$ cat src/rtl/npc_sequencer.sv
// npc_sequencer: multi-cycle FETCH/DECODE/EXEC/MEM/WB sequencer owning PC, IR and commit strobes
module npc_sequencer #(
  parameter logic [31:0] RESET_PC = 32'h8000_0000,
  parameter logic [7:0]  TIMEOUT  = 8'd255
) (
  input  logic        clk,
  input  logic        rst,
  output logic        ifu_req_o_seq,
  input  logic        ifu_rvalid_i_seq,
  input  logic [31:0] ifu_rdata_i_seq,
  output logic        lsu_req_o_seq,
  output logic        lsu_we_o_seq,
  input  logic        lsu_done_i_seq,
  input  logic        cu_we_i_seq,
  input  logic [31:0] next_pc_i_seq,
  output logic [31:0] pc_o_seq,
  output logic [31:0] ir_o_seq,
  output logic        rf_we_o_seq,
  output logic        halt_o_seq,
  output logic [1:0]  trap_cause_o_seq,
  output logic [31:0] instret_o_seq,
  output logic [2:0]  state_o_seq
);
  localparam logic [2:0] FETCH  = 3'd0;
  localparam logic [2:0] DECODE = 3'd1;
  localparam logic [2:0] EXEC   = 3'd2;
  localparam logic [2:0] MEM    = 3'd3;
  localparam logic [2:0] WB     = 3'd4;
  localparam logic [2:0] HALT   = 3'd5;
  localparam logic [31:0] EBREAK = 32'h0010_0073;
  logic [2:0] state, state_n;
  logic [1:0] cause_n;
  logic [7:0] cnt;
  logic [6:0] op;
  logic legal, is_store, is_mem, expire;
  assign op       = ir_o_seq[6:0];
  assign is_store = op == 7'b0100011;
  assign is_mem   = is_store || op == 7'b0000011;
  assign legal    = op inside {7'b0110111, 7'b0010111, 7'b1101111, 7'b1100111, 7'b1100011,
                               7'b0000011, 7'b0100011, 7'b0010011, 7'b0110011};
  assign expire   = cnt + 8'd1 == TIMEOUT;
  assign ifu_req_o_seq = state == FETCH;
  assign lsu_req_o_seq = state == MEM;
  assign lsu_we_o_seq  = lsu_req_o_seq && is_store;
  assign rf_we_o_seq   = state == WB && cu_we_i_seq && !is_store;
  assign state_o_seq   = state;
  always_comb begin
    state_n = state;
    cause_n = trap_cause_o_seq;
    case (state)
      FETCH: begin
        state_n = ifu_rvalid_i_seq ? DECODE : expire ? HALT : FETCH;
        cause_n = !ifu_rvalid_i_seq && expire ? 2'b10 : trap_cause_o_seq;
      end
      DECODE: begin
        state_n = ir_o_seq != EBREAK && legal ? EXEC : HALT;
        cause_n = ir_o_seq == EBREAK ? 2'b00 : legal ? trap_cause_o_seq : 2'b01;
      end
      EXEC: state_n = is_mem ? MEM : WB;
      MEM: begin
        state_n = lsu_done_i_seq ? WB : expire ? HALT : MEM;
        cause_n = !lsu_done_i_seq && expire ? 2'b11 : trap_cause_o_seq;
      end
      WB: state_n = FETCH;
      default: state_n = state;
    endcase
  end
  // the wait counter restarts on every state change so each wait is timed on its own
  always_ff @(posedge clk) begin
    if (rst) begin
      state            <= FETCH;
      cnt              <= '0;
      pc_o_seq         <= RESET_PC;
      ir_o_seq         <= '0;
      instret_o_seq    <= '0;
      trap_cause_o_seq <= '0;
      halt_o_seq       <= 1'b0;
    end else begin
      state            <= state_n;
      cnt              <= state_n != state ? 8'd0 : cnt + 8'd1;
      trap_cause_o_seq <= cause_n;
      halt_o_seq       <= state_n == HALT;
      if (state == FETCH && ifu_rvalid_i_seq) ir_o_seq <= ifu_rdata_i_seq;
      if (state == WB) begin
        pc_o_seq      <= next_pc_i_seq;
        instret_o_seq <= instret_o_seq + 32'd1;
      end
    end
  end
endmodule
$ cat config.mk
export PLATFORM = sky130hd
export DESIGN_NAME = npc_sequencer
export DESIGN_NICKNAME = d
export VERILOG_FILES = /design/src/rtl/npc_sequencer.sv
export SDC_FILE = /design/constraint.sdc
export NUM_CORES = 1
export LEC_CHECK = 0
export ABC_AREA = 1
export BUFFER_PORTS_ARGS = -buffer_cell sky130_fd_sc_hd__buf_2
export CAP_MARGIN = 5
export CORE_MARGIN = 2
export CORE_UTILIZATION = 40
export DETAILED_ROUTE_END_ITERATION = 8
export PLACE_DENSITY = 0.76
export SYNTH_ARGS = -nofsm -noshare
export SYNTH_HDL_FRONTEND = slang
export SYNTH_SLANG_ARGS = --single-unit
$ cat constraint.sdc
create_clock -name clk -period 2.4 [get_ports clk]
set_input_delay 0.48 -clock clk [delete_from_list [all_inputs] [get_ports clk]]
set_output_delay 0.48 -clock clk [all_outputs]
set_load 0.01 [all_outputs]
# Yosys cells after proc, flatten, opt, wreduce, memory -nomap -nowiden
# Cells that the tools add are included.
# Widths: inputs -> output; s select.
# totals
word_cells,58
out_inout_bits,106
reg_bits,110
in_bits,69
# op_classes
reduce_logical,16
n_addsub,2
n_eq_ne,21
n_mux,12
# ops
op,n
$add 32x1->32 const B,1
$eq 32x21->1 const B,1
$ne 32x21->1 const B,1
$eq 7x6->1 const B,3
$eq 7x7->1 const B,3
$mux 3,6
$pmux 3 s5,1
$eq 7x5->1 const B,2
$reduce_bool 9->1,1
$add 8x1->8 const B,1
$eq 8x8->1 const B,1
$mux 2,4
$eq 7x2->1 const B,1
$logic_and 1x1->1,7
$eq 3x2->1 const B,2
$eq 3x3->1 const B,2
$pmux 2 s3,1
$ne 2x1->1 const B,2
$reduce_and 4->1,1
$eq 3x1->1 const B,1
$logic_not 1->1,3
$logic_not 3->1,1
$ne 3x3->1,1
$ne 3x3->1 const B,1
3 further kinds,3

# Longest topological paths before layout
# Gate-level depths: netlist of the first run.
# logic_depth
ltp_word,7
mapped_depth,15
mapped_depth_nobuf,15

# Worst setup path before layout of the first run
# Ideal clock, no wire load.
# synth_path
path_kind,reg2out
startpoint,reg state[2] (netlist: state_o_seq[2])
endpoint,out lsu_we_o_seq
stages_incl_launch_ff,6
t_arrival_ns,1.326
path_slack_ns,0.594
required_ns,1.920
path_buffers,0
path_cell_list,dfxtp_1 > inv_2 > nand2_1 > nor2_1 > inv_1 > nor3_1
# synth_via
elab_chain_len,2
# synth_lines
element,line,source
from (decl),31,"logic [2:0] state, state_n;"
from (signal assigned),79,state <= state_n;
$eq 3x2->1,43,assign lsu_req_o_seq = state == MEM;
via lsu_req_o_seq,11,"output logic lsu_req_o_seq,"
$logic_and 1x1->1,44,assign lsu_we_o_seq = lsu_req_o_seq && is_store;
to (decl),12,"output logic lsu_we_o_seq,"
# The timed path passes the listed nets, and every way through them passes these cells.

# Worst setup path after layout of the first run
# layout_path
startpoint,reg state[0] (netlist: state_o_seq[0])
endpoint,out ifu_req_o_seq
# layout_via
elab_chain_len,1
# layout_lines
element,line,source
$logic_not 3->1,42,assign ifu_req_o_seq = state == FETCH;
to (decl),8,"output logic ifu_req_o_seq,"
# No other way between the ends.

==> impl.org, run 1 <==
** Clocking
- The clock drives 110 sinks.
- Clock-pin slew was measured on the worst setup and hold paths at 70 ps.
- In this run the deepest clock path goes through 2 buffers.
- Clock tree from TritonCTS :: done
- The clock tree synthesis step divided the H-tree into 3 levels.
- CTS placed an instance of clkbuf_16 at the clock tree root.
- Post-CTS setup buffer count :: 0
- Number of buffers created by CTS :: 9
- Cts-stage hold buffer count :: 0
- Insertion delay to the later sink of the worst-skew pair :: 350 ps
- Gates resized during post-CTS repair numbered 0.

** Cells and area
- Area added between synthesis and finish :: 28.26%
- Post-layout net count :: about 890
- Final instance area :: approximately 6000 um2
- Share of cells above drive strength 1 :: 26.55%
- The number of antenna diodes in the final layout is 0.
- Leaving out filler cells and counting taps, the final layout contains approximately 960.

** Placed design
- Summing all placed instances gives a cell area of 5705 um2.
- Placed Instances :: 948
- HPWL reported at the end of detailed placement :: 8891 um
- Number of buffer cells added on primary ports :: between 150 and 200
- GP Congestion :: roughly 0.85

** Logic synthesis
- Counting flops and latches in the post-synthesis netlist gives 110.
- During synthesis, Yosys emitted a total of 0 warnings.
- Synth Instances :: ~650
- In this run the mean area of a mapped cell was roughly 7 um2.
- The share of the Yosys chip area taken by registers is between 40% and 50%.
- Post-Syn Nets :: approximately 720
- The synthesized netlist occupies a cell area of around 4700 um2.
- Library cells used by synthesis :: 33

** Critical path
- Crit end category :: output pin
- For the worst setup path, the data required time is roughly 1900 ps.
- Setup crit start :: state_o_seq[0]$_SDFF_PP0_
- The worst setup path is launched from a flip-flop.
- For this design, the slowest cell found on the critical path is dfxtp_1.
- Critical path data arrival time :: ~1800 ps
- The setup path with the least slack is of type reg2out.
- Source of the worst register-to-register timing path :: cnt[0]$_SDFF_PP0_
- The largest single stage delay on the critical path is between 300 and 400 ps.
- In this run the worst path has a maximum fanout of 27.
- Critical-path cell list :: inv_2, nand2_2, nor2_1, buf_4, buf_2

** Timing
- Setup violations remaining at the end of the flow were counted as 0.
- Actual transition at the worst max-transition pin :: 497.5 ps
- Clock Skews :: just under 7 ps
- Max-slew violation count :: 0
- Portion of the clock cycle consumed by the worst path in the final layout :: between 90% and 100%
- Measured against its own limit, the worst slew margin works out to between 60% and 70%.
- Sum Neg Setup Slack :: 0 ps
- The total count of hold-check failures in the final report came to 0.
- The smallest clock period supported by the final layout is computed as approximately 2300 ps.
- Max Freq :: roughly 0.44 GHz
- Unrepaired setup endpoints after global routing :: false

** Route
- Dividing the detail-routed via count by the number of cells gives 4.876.
- Vias post-DR :: between 4,000 and 5,000
- Number of nets with antenna violations after routing :: 0
- After detailed routing, the average wire length per cell comes to ~13 um.
- DRT Pass-1 Iters :: 4
- Drc violations :: 0
- After the first detailed-routing iteration, the DRC count stood at roughly 330.
- Wire length after detailed routing :: 12,290 um

** Status
- The flow ran to the end, and the final reports show no timing, DRC or antenna violations.

** Die
- The floorplan has 39 rows.
- The die covers 12,620 um2.
- Area inside the core boundary :: around 11,000 um2
- Die H :: 112.3 um
- From left edge to right edge, the die measures between 100 and 150 um.
- Boundary pin count :: 175
- Initial Util :: 41.10%

** Global route
- After global routing the overflow that remains totals 0.
- Entering global routing, the biggest net connects between 50 and 60 pins.
- The initial antenna violation count is 0.
- GRT Util Overall :: between 15 and 20%
- The first global-routing pass estimated between 20,000 and 25,000 um of wire.
- Via count of the first global-routing pass :: between 4,000 and 5,000

** Run
- The tool flagged a number of max-cap violations equal to 0.

** Pwr
- For this design the static power due to leakage is roughly 2.8 nW.
- Tot Pwr :: around 4.2 mW
- Worst-case vdd ir drop :: between 0.0003 and 0.0004 V
- Power density cells :: a little under 700 nW/um2

** Min path
- The worst hold path begins at next_pc_i_seq[31].
- In this run the worst hold path is classified as in2reg.
-- sequential cells by signal, indices dropped and copies added, names as in the netlist --
name	flops
instret_o_seq	32
state_o_seq	3
pc_o_seq	32
cnt	8
ir_o_seq	32
halt_o_seq	1
trap_cause_o_seq	2
-- metrics by stage --
step,setup slack (ps),hold slack [ps],utilization (%)
6_report,123.8,334.4,52.72
5_1_grt,10.36,353.0,52.72
4_1_cts,139.4,327.8,52.67
3_5_place_dp,461.0,446.0,49.97
3_3_place_gp,489.4,447.5,49.97
2_1_floorplan,593.7,441.1,-
-- final cells by class --
class / count / area, um2
Inverter: 61 / 229.0
Sequential cell: 110 / 2202
Timing Repair Buffer: 181 / 935.9
Fill cell: 1172 / 5399
Tap cell: 143 / 178.9
Clock inverter: 5 / 56.30
Clock buffer: 11 / 252.7
Multi-Input combinational cell: 453 / 2165
-- synthesized netlist by cell type, drive strengths merged --
cell type	number	share of area [%]
nor3b	3	0.59
o21a	4	0.64
o21bai	1	0.16
clkbuf	23	1.8
xnor2	1	0.19
nor2	122	11
buf	4	0.35
nand4	7	0.93
and2	1	0.13
dfxtp	110	47
o21ai	58	6.2
nand3	57	6.7
xor2	3	0.56
nor2b	1	0.13
nor3	18	1.9
a21boi	1	0.16
nand2	109	8.9
a21oi	56	6.0
ha	3	0.80
inv	61	4.9
a31oi	1	0.13
nor4	6	0.80
o211a	1	0.21
-- final timing paths --
kind                                            to  slack, ps  cells past startpoint
setup reg to reg  trap_cause_o_seq[0]$_SDFFE_PP0P_        420                     14
hold / removal           pc_o_seq[31]$_SDFFE_PP1N_        330                      3
hold reg to reg   trap_cause_o_seq[1]$_SDFFE_PP0P_        460                      2
setup / recovery                     ifu_req_o_seq        120                      5
-- cell families after synthesis --
group / Yosys count / share of synthesized area [%]
AND/OR/NAND/NOR: 324 / 31.01
adder cells (fa/ha/maj): 3 / 0.7999
AO/OA/AOI/OAI: 122 / 13.46
flip-flops: 110 / 46.92
buffers and inverters: 88 / 7.065
XOR/XNOR: 4 / 0.7466
-- metal layers --
metal  share of wire (%)  vias up  global-route usage (%)
met3                 4.7       16                   4.482
met2                  48      104                   32.05
met1                  46     2125                   25.44
met4                 1.6        0                   6.911
met5                   0        -                       0
li1                    -     2455                       -
-- critical path, delay by kind of cell, from the launching register on --
| kind | cells | cell delay, ps |
|---|---|---|
| AND/OR/NAND/NOR | 2 | 410 |
| buffers and inverters | 3 | 660 |
| flip-flops | 1 | 370 |
-- report_power, final --
| part | switching, mW | internal (mW) |
|---|---|---|
| sequential | 0.0737 | 1.94 |
| clock | 0.673 | 0.867 |
| combinational | 0.381 | 0.247 |
| total | 1.13 | 3.05 |
-- cell usage in the layout, fill, tap and decap left out, drive strengths merged --
| master | instances |
|---|---|
| dfxtp | 110 |
| clkbuf | 11 |
| nand3 | 57 |
| o21a | 4 |
| nor2b | 1 |
| nor2 | 122 |
| nor4 | 6 |
| a21oi | 56 |
| xor2 | 3 |
| clkinv | 2 |
| nor3b | 3 |
| a21boi | 1 |
| xnor2 | 1 |
| o21bai | 1 |
| nand2 | 109 |
| o211a | 1 |
| buf | 181 |
| clkinvlp | 1 |
| ha | 3 |
| and2 | 1 |
| o21ai | 58 |
| inv | 62 |
| nor3 | 18 |
| bufinv | 1 |
| a31oi | 1 |
| nand4 | 7 |
Note: power is estimated with default switching activity, not from simulation.
==> inputs of run 2 (changes only) <==
==> constraint.sdc (replaced) <==
create_clock -name clk -period 2.1 [get_ports clk]
set_input_delay 0.42 -clock clk [delete_from_list [all_inputs] [get_ports clk]]
set_output_delay 0.42 -clock clk [all_outputs]
set_load 0.01 [all_outputs]
==> run 2 against run 1 <==
Cell count is 0.31% higher. Clock skew is 1.3 ps lower. Routed wire length is 0.28% higher. Cell area is 1.2% higher. First-iteration DRC count is 34% lower. Die area stayed put. Power is 16% higher. Highest routed layer unchanged. Via count stayed put. Largest cell class is now multi-input combinational cells. Combinational power is 16% higher. Flip-flop and latch count stayed put.
==> impl.org, run 2 (synthesized netlist as in run 1, its figures left out) <==
** Placed design
- Area after DPL :: 5715 um2
- Once placement completed, the tool counted placed cells totaling between 900 and 1,000.
- HPWL reported at the end of detailed placement :: 8878 um
- GP Congestion :: roughly 0.84
- Number of buffer cells added on primary ports :: about 170

** Timing
- Final Critical Period :: ~2000 ps
- Number of endpoints failing setup at the final stage :: 0
- Clock Skews :: 5.609 ps
- Portion of the clock cycle consumed by the worst path in the final layout :: 95.42%
- Max-slew violation count :: 0
- Actual transition at the worst max-transition pin :: around 470 ps
- The total count of hold-check failures in the final report was 0.
- Worst relative slew slack :: between 60% and 70%
- Static timing analysis puts the maximum clock frequency at around 0.5 GHz.

** Pwr
- Sequential Power Share :: 47.4%
- Worst-case vdd ir drop :: a little under 0.0009 V
- Fraction of power consumed by combinational cells :: roughly 15%
- The internal portion of the total power is 3.576 mW.
- Proportion of power drawn by the clock network :: a little under two fifths
- Net switching power of the design :: about 1.3 mW
- Switching Share :: 26.50%
- Dividing total power by cell area gives a power density of about 800 nW/um2.
- Leakage Power :: approximately 2.8 nW

** Clocking
- TritonCTS built the clock tree.
- The number of hold buffers added after CTS was 0.
- After clock tree synthesis, the clock-pin slew on the worst setup and hold paths is around 70 ps.
- For the worst-skew pair, the clock arrives at the later sink with an insertion delay of 350 ps.
- The clock passes through at most 2 buffers.
- Root buf cell :: clkbuf_16
- Level count of the clock H-tree :: 3
- TritonCTS created 9 clock buffers.
- For this design, the sink count on the clock tree is 110.

** Route
- Detail-routed via count per cell :: between 4 and 5
- Number of nets with antenna violations after routing :: 0
- After detailed routing, the average wire length per cell comes to about 13 um.
- Drc violations :: 0
- The first TritonRoute pass finished after 6 iterations.
- Number of DRC markers in iteration 0 :: 215
- Vias post-DR :: roughly 4,700
- The final layout contains routed wiring with a total length of ~12,000 um.

** Critical path
- Largest stage delay on the critical path :: between 300 and 400 ps
- Source of the worst register-to-register timing path :: state_o_seq[1]$_SDFF_PP0_
- Of all nets on the critical path, the largest fanout is 27.
- Crit end category :: output pin
- In this run the worst setup path begins at state_o_seq[1]$_SDFF_PP0_.
- Traced cell by cell, the critical path runs through inv_2, nand2_2, nor2_4, buf_6, buf_2.
- Crit Path Class :: reg2out
- At the worst endpoint, the required time is ~1700 ps.
- The critical path crosses 5 cells after its start point.
- The worst register-to-register path has a depth of 11.
- Combined buffer and inverter count along the critical path :: 3
- Critical path launch point type :: flip-flop
- For the worst setup path, the data arrival time is 1580 ps.
- Last element of the critical path :: ifu_req_o_seq
- Top cell family by delay on the critical path :: buffers and inverters
- In this run the register-to-register setup slack is 180 ps.
- The slowest stage of the critical path is the dfxtp_1 cell.
- Endpoint of the worst register-to-register path :: instret_o_seq[31]$_SDFFE_PP0N_

** Cells and area
- Post-layout net count :: ~890
- The top cell types in the final layout, fill and taps aside, are buf_2, nor2_1, dfxtp_1.
- The library cell used most frequently in the layout, excluding fill and tap cells, is buf_2.
- Final instance area :: a little over 6000 um2
- The repair_antennas step left the layout with diodes totalling 0.
- Compared with the post-synthesis result, the final layout area differs by 29.86%.
- Leaving out filler cells and counting taps, the final layout contains between 900 and 1,000.
- Biggest registers after layout :: instret_o_seq: 32 flops, ir_o_seq: 32 flops, pc_o_seq: 32 flops
- Cells with a size suffix above 1 make up between 20 and 30% of the layout.

** Die
- Initial Util :: between 40% and 50%
- The die is 112.3 um wide.
- Boundary pin count :: roughly 180
- Die H :: roughly 110 um
- The floorplan step defined a die boundary enclosing around 13,000 um2.
- The core region is 11,420 um2.
- Number of rows in the core area :: 39

** Status
- The flow ran to the end, and the final reports show no timing, DRC or antenna violations.

** Global route
- Maximum number of pins on one net before global-route repair :: between 40 and 50
- First-pass GRT wire length :: ~20,000 um
- The initial antenna violation count came to 0.
- Via count of the first global-routing pass :: 4,237
- After global routing the overflow that remains totals 0.
- GRT Util Overall :: approximately 19%

** Min path
- Min-Delay Path Class :: in2reg

** Run
- Max-cap violations in this run came to 0.
run 2: layout make-up:
cell class	count	area (um2)
Clock buffer	10	239.0
Inverter	61	231.5
Sequential cell	110	2205
Timing Repair Buffer	184	949.7
Clock inverter	6	85.08
Tap cell	143	178.9
Multi-Input combinational cell	453	2206
Fill cell	1143	5324
run 2: repair_timing:
action                                  CTS  global route
setup buffers                             0             0
resized for setup                         4            14
gates cloned                              0             0
endpoints found under the setup margin    3            16
run 2: how the worst min path moves through the flow:
stage	slack (ps)	startpoint	depth (start not counted)	end
detailed placement	460	pc_o_seq[31]$_SDFFE_PP1N_	2	pc_o_seq[31]$_SDFFE_PP1N_
finish	280	next_pc_i_seq[31]	3	pc_o_seq[31]$_SDFFE_PP1N_
floorplan	440	cnt[0]$_SDFF_PP0_	1	cnt[0]$_SDFF_PP0_
global route	280	next_pc_i_seq[31]	3	pc_o_seq[31]$_SDFFE_PP1N_
CTS	260	next_pc_i_seq[31]	3	pc_o_seq[31]$_SDFFE_PP1N_
global placement	440	trap_cause_o_seq[1]$_SDFFE_PP0P_	2	trap_cause_o_seq[1]$_SDFFE_PP0P_
run 2: worst min-delay path, delay by kind of cell:
kind	cells	cell delay [ps]
buf+inv	1	80
simple gates	2	90
run 2: stage by stage:
step	worst slack [ps]	TNS, ps	power [mW]	utilization, %	hold slack (ps)
CTS	-4.163	-4.163	4.912	53.01	260.6
floorplan	353.7	0	2.773	-	441.1
global route	-4.222	-4.222	5.103	53.37	276.2
global placement	188.6	0	3.058	50.05	437.5
finish	96.10	0	4.866	53.37	275.1
detailed placement	113.1	0	3.066	50.05	457.4
run 2: per-layer routing:
metal,share of wire [%],routed length (um),GRT usage (%)
met3,6.1,756,6.263
met1,44,5395,23.86
met2,48,5954,31.93
met5,0,0,0
met4,1.8,217,5.691
run 2: power groups by stage:
stage	sequential (mW)	clock (mW)	combinational [mW]
after floorplan	2.40	0	0.374
after global placement	2.34	0	0.714
after detailed placement	2.35	0	0.717
after CTS	2.30	1.89	0.723
after global routing	2.32	1.97	0.816
final	2.30	1.84	0.726
==> inputs of run 3 (changes only) <==
--- a/config.mk
+++ b/config.mk
@@ -6,7 +6,7 @@
 export NUM_CORES = 1
 export LEC_CHECK = 0
 export ABC_AREA = 1
-export BUFFER_PORTS_ARGS = -buffer_cell sky130_fd_sc_hd__buf_2
+export BUFFER_PORTS_ARGS = -buffer_cell sky130_fd_sc_hd__buf_4
 export CAP_MARGIN = 5
 export CORE_MARGIN = 2
 export CORE_UTILIZATION = 40
==> run 3 against run 2 <==
Non-clock buffer count is 5 higher. Routed wire length is 4.5% higher. Flip-flop and latch count stayed put. Sequential share of layout area fell by 2.6 points. Core utilization rose by 4.1 points. Via count rose by 0.53%. Count of clock-buffer cells in the layout grew 2. Sequential power about the same. Power increased by 0.63%. Combinational power grew 16%. Largest cell class unchanged.
==> impl.org, run 3 (synthesized netlist as in run 1, its figures left out) <==
** Critical path
- Depth of the most critical reg-to-reg path :: 12
- Slowest stage cell on the critical path :: dfxtp_2
- Register-to-register setup slack :: approximately 180 ps
- The most critical setup path has its startpoint at state_o_seq[2]$_SDFF_PP0_.
- Critical path launch point type :: flip-flop
- The kind of cell with the highest combined delay along the critical path is simple AND/OR/NAND/NOR gates.
- The worst register-to-register path begins at state_o_seq[1]$_SDFF_PP0_.
- In this run the worst path has a maximum fanout of 6.
- Number of gates on the worst path with buffers counted :: 6
- The worst setup path is captured at an output pin.
- Last element of the critical path :: lsu_we_o_seq
- In this design, the stage delay of the slowest critical-path cell is around 370 ps.
- Crit Path Class :: reg2out
- Worst endpoint required time :: ~1700 ps
- Counting both buffers and inverters, the worst setup path holds a total of 3.
- Critical-path cell list :: inv_2, nand2_1, nor2_4, inv_1, nor3_1, buf_4
- For the worst setup path, the data arrival time is 1570 ps.
- The endpoint identified for the worst register-to-register timing path is instret_o_seq[26]$_SDFFE_PP0N_.

** Timing
- Max-slew violation count :: 0
- The clock arrives with between 6 and 7 ps of skew.
- For the pin with the worst max-slew slack, the measured transition is 484.7 ps.
- Final hold viol count :: 0
- Measured against its own limit, the worst slew margin works out to slightly below 70%.
- The routed design could run at a clock period as short as 1992 ps.
- Setup violations remaining at the end of the flow were counted as 0.
- Sum Neg Setup Slack :: 0 ps
- Derived from the worst setup path, the maximum achievable clock frequency is 0.5019 GHz.
- Portion of the clock cycle consumed by the worst path in the final layout :: 94.87%

** Route
- Number of DRC markers in iteration 0 :: 300
- In the routed design, unresolved DRC markers number 0.
- DRT Pass-1 Iters :: 4
- The routed layout has 4,725 vias.
- Number of nets with antenna violations after routing :: 0
- Wire length after detailed routing :: between 10,000 and 15,000 um
- In the final routed layout, each cell accounts on average for 13.24 um.
- Detail-routed via count per cell :: 4.861

** Global route
- Maximum number of pins on one net before global-route repair :: 43
- Global routing used about a fifth of the available tracks across all layers.
- Via count of the first global-routing pass :: approximately 4,300
- The total overflow left after global routing is 0.
- Number of antenna violations at the first check in global routing :: 0
- The first global-routing pass estimated ~21,000 um of wire.

** Clocking
- In this run, CTS created clock tree buffers numbering 9.
- Clock Tree Buf Depth :: 2
- Clock sink total :: 110
- In this run the number of H-tree levels came out at 3.
- Insertion delay to the later sink of the worst-skew pair :: between 300 and 400 ps
- The tree is rooted in a clkbuf_16.
- After clock tree synthesis, the clock-pin slew on the worst setup and hold paths is roughly 70 ps.
- Clock tree from TritonCTS :: done

** Placed design
- Placed Instances :: approximately 950
- The congestion estimate from routability-driven global placement came to approximately 0.87.
- HPWL reported at the end of detailed placement :: approximately 9200 um
- During placement, the flow inserted port buffers numbering between 150 and 200.

** Min path
- The worst hold path begins at next_pc_i_seq[31].
- Min-Delay Path Class :: in2reg

** Run
- The tool flagged a number of max-cap violations equal to 0.

** Cells and area
- Commonest non-fill, non-tap cell in the layout :: buf_4
- 0 antenna diodes ended up in the layout.
- Post-layout net count :: about 900
- In the layout the commonest cells are buf_4, nor2_1, dfxtp_1.
- The largest registers in the layout are instret_o_seq: 32 flops, ir_o_seq: 32 flops, pc_o_seq: 32 flops.
- The finished layout holds around 1,000 standard cells, fillers aside.
- Area added between synthesis and finish :: 39.91%
- In the final layout, the share of cells above drive strength 1 is ~28%.
- The layout has ~1,100 filler cells.

** Pwr
- Leakage Power :: 2.865 nW
- IR analysis of the VDD net gives a maximum drop of 0.0008422 V.
- In this run the power density over the cells is about 750 nW/um2.

** Die
- For this configuration, the core starts out at a cell density of between 40 and 50%.
- Number of rows in the core area :: 39
- 175 I/O pins were placed.
- Measured along the y axis, the die boundary spans between 100 and 150 um.
- The floorplan step defined a die boundary enclosing 12,620 um2.
- Area inside the core boundary :: roughly 11,000 um2
- Width of the die :: ~110 um

** Status
- The flow ran to the end, and the final reports show no timing, DRC or antenna violations.
==> run 3: worst min-delay path, stage by stage <==
cell,delay (ps)
buf_4,80
nand2_1,40
nand3_1,50
==> run 3: repair_timing <==
action / CTS / global route
setup buffers: 0 / 4
endpoints found under the setup margin: 2 / 18
resized for setup: 3 / 15
hold buffers: 0 / 0
pin swaps: 0 / 1
==> run 3: cell type report <==
type / count / area (um2) / area share, %
repair buffers: 189 / 1443 / 21.97
clock inverters: 4 / 45.04 / 0.6860
clock buffers: 12 / 256.5 / 3.906
well taps: 143 / 178.9 / 2.725
flip-flops and latches: 110 / 2206 / 33.59
inverters: 61 / 229.0 / 3.487
multi-input cells: 453 / 2208 / 33.63
==> run 3: how the worst min path moves through the flow <==
stage,cells past startpoint,to
floorplan,1,cnt[0]$_SDFF_PP0_
CTS,3,pc_o_seq[31]$_SDFFE_PP1N_
finish,3,pc_o_seq[31]$_SDFFE_PP1N_
detailed placement,2,trap_cause_o_seq[1]$_SDFFE_PP0P_
global placement,2,trap_cause_o_seq[1]$_SDFFE_PP0P_
global route,3,pc_o_seq[31]$_SDFFE_PP1N_
==> run 3: routing by layer <==
| layer | vias up | GRT usage, % | share of wire (%) |
|---|---|---|---|
| li1 | 2462 | - | - |
| met1 | 2112 | 25.57 | 44 |
| met2 | 126 | 32.17 | 48 |
| met3 | 25 | 6.749 | 6.3 |
| met4 | 0 | 6.098 | 2.1 |
| met5 | - | 0 | 0 |
==> run 3: per-stage QoR <==
stage          area (um2)  hold WS [ps]  power [mW]  worst slack [ps]  util [%]
5_1_grt              6566         265.4       5.137            -28.79     57.51
6_report             6566         272.3       4.897             107.7     57.51
3_5_place_dp         6173         448.0       3.181             130.9     54.07
3_3_place_gp         6173         442.6       3.171             225.7     54.07
2_1_floorplan        4693         441.1       2.773             353.7         -
4_1_cts              6486         258.8       4.927             23.83     56.80
==> run 3: power by group <==
part	internal, mW	switching [mW]
Combinational	0.395	0.448
Sequential	2.22	0.0917
Clock	0.985	0.760
Total	3.60	1.30
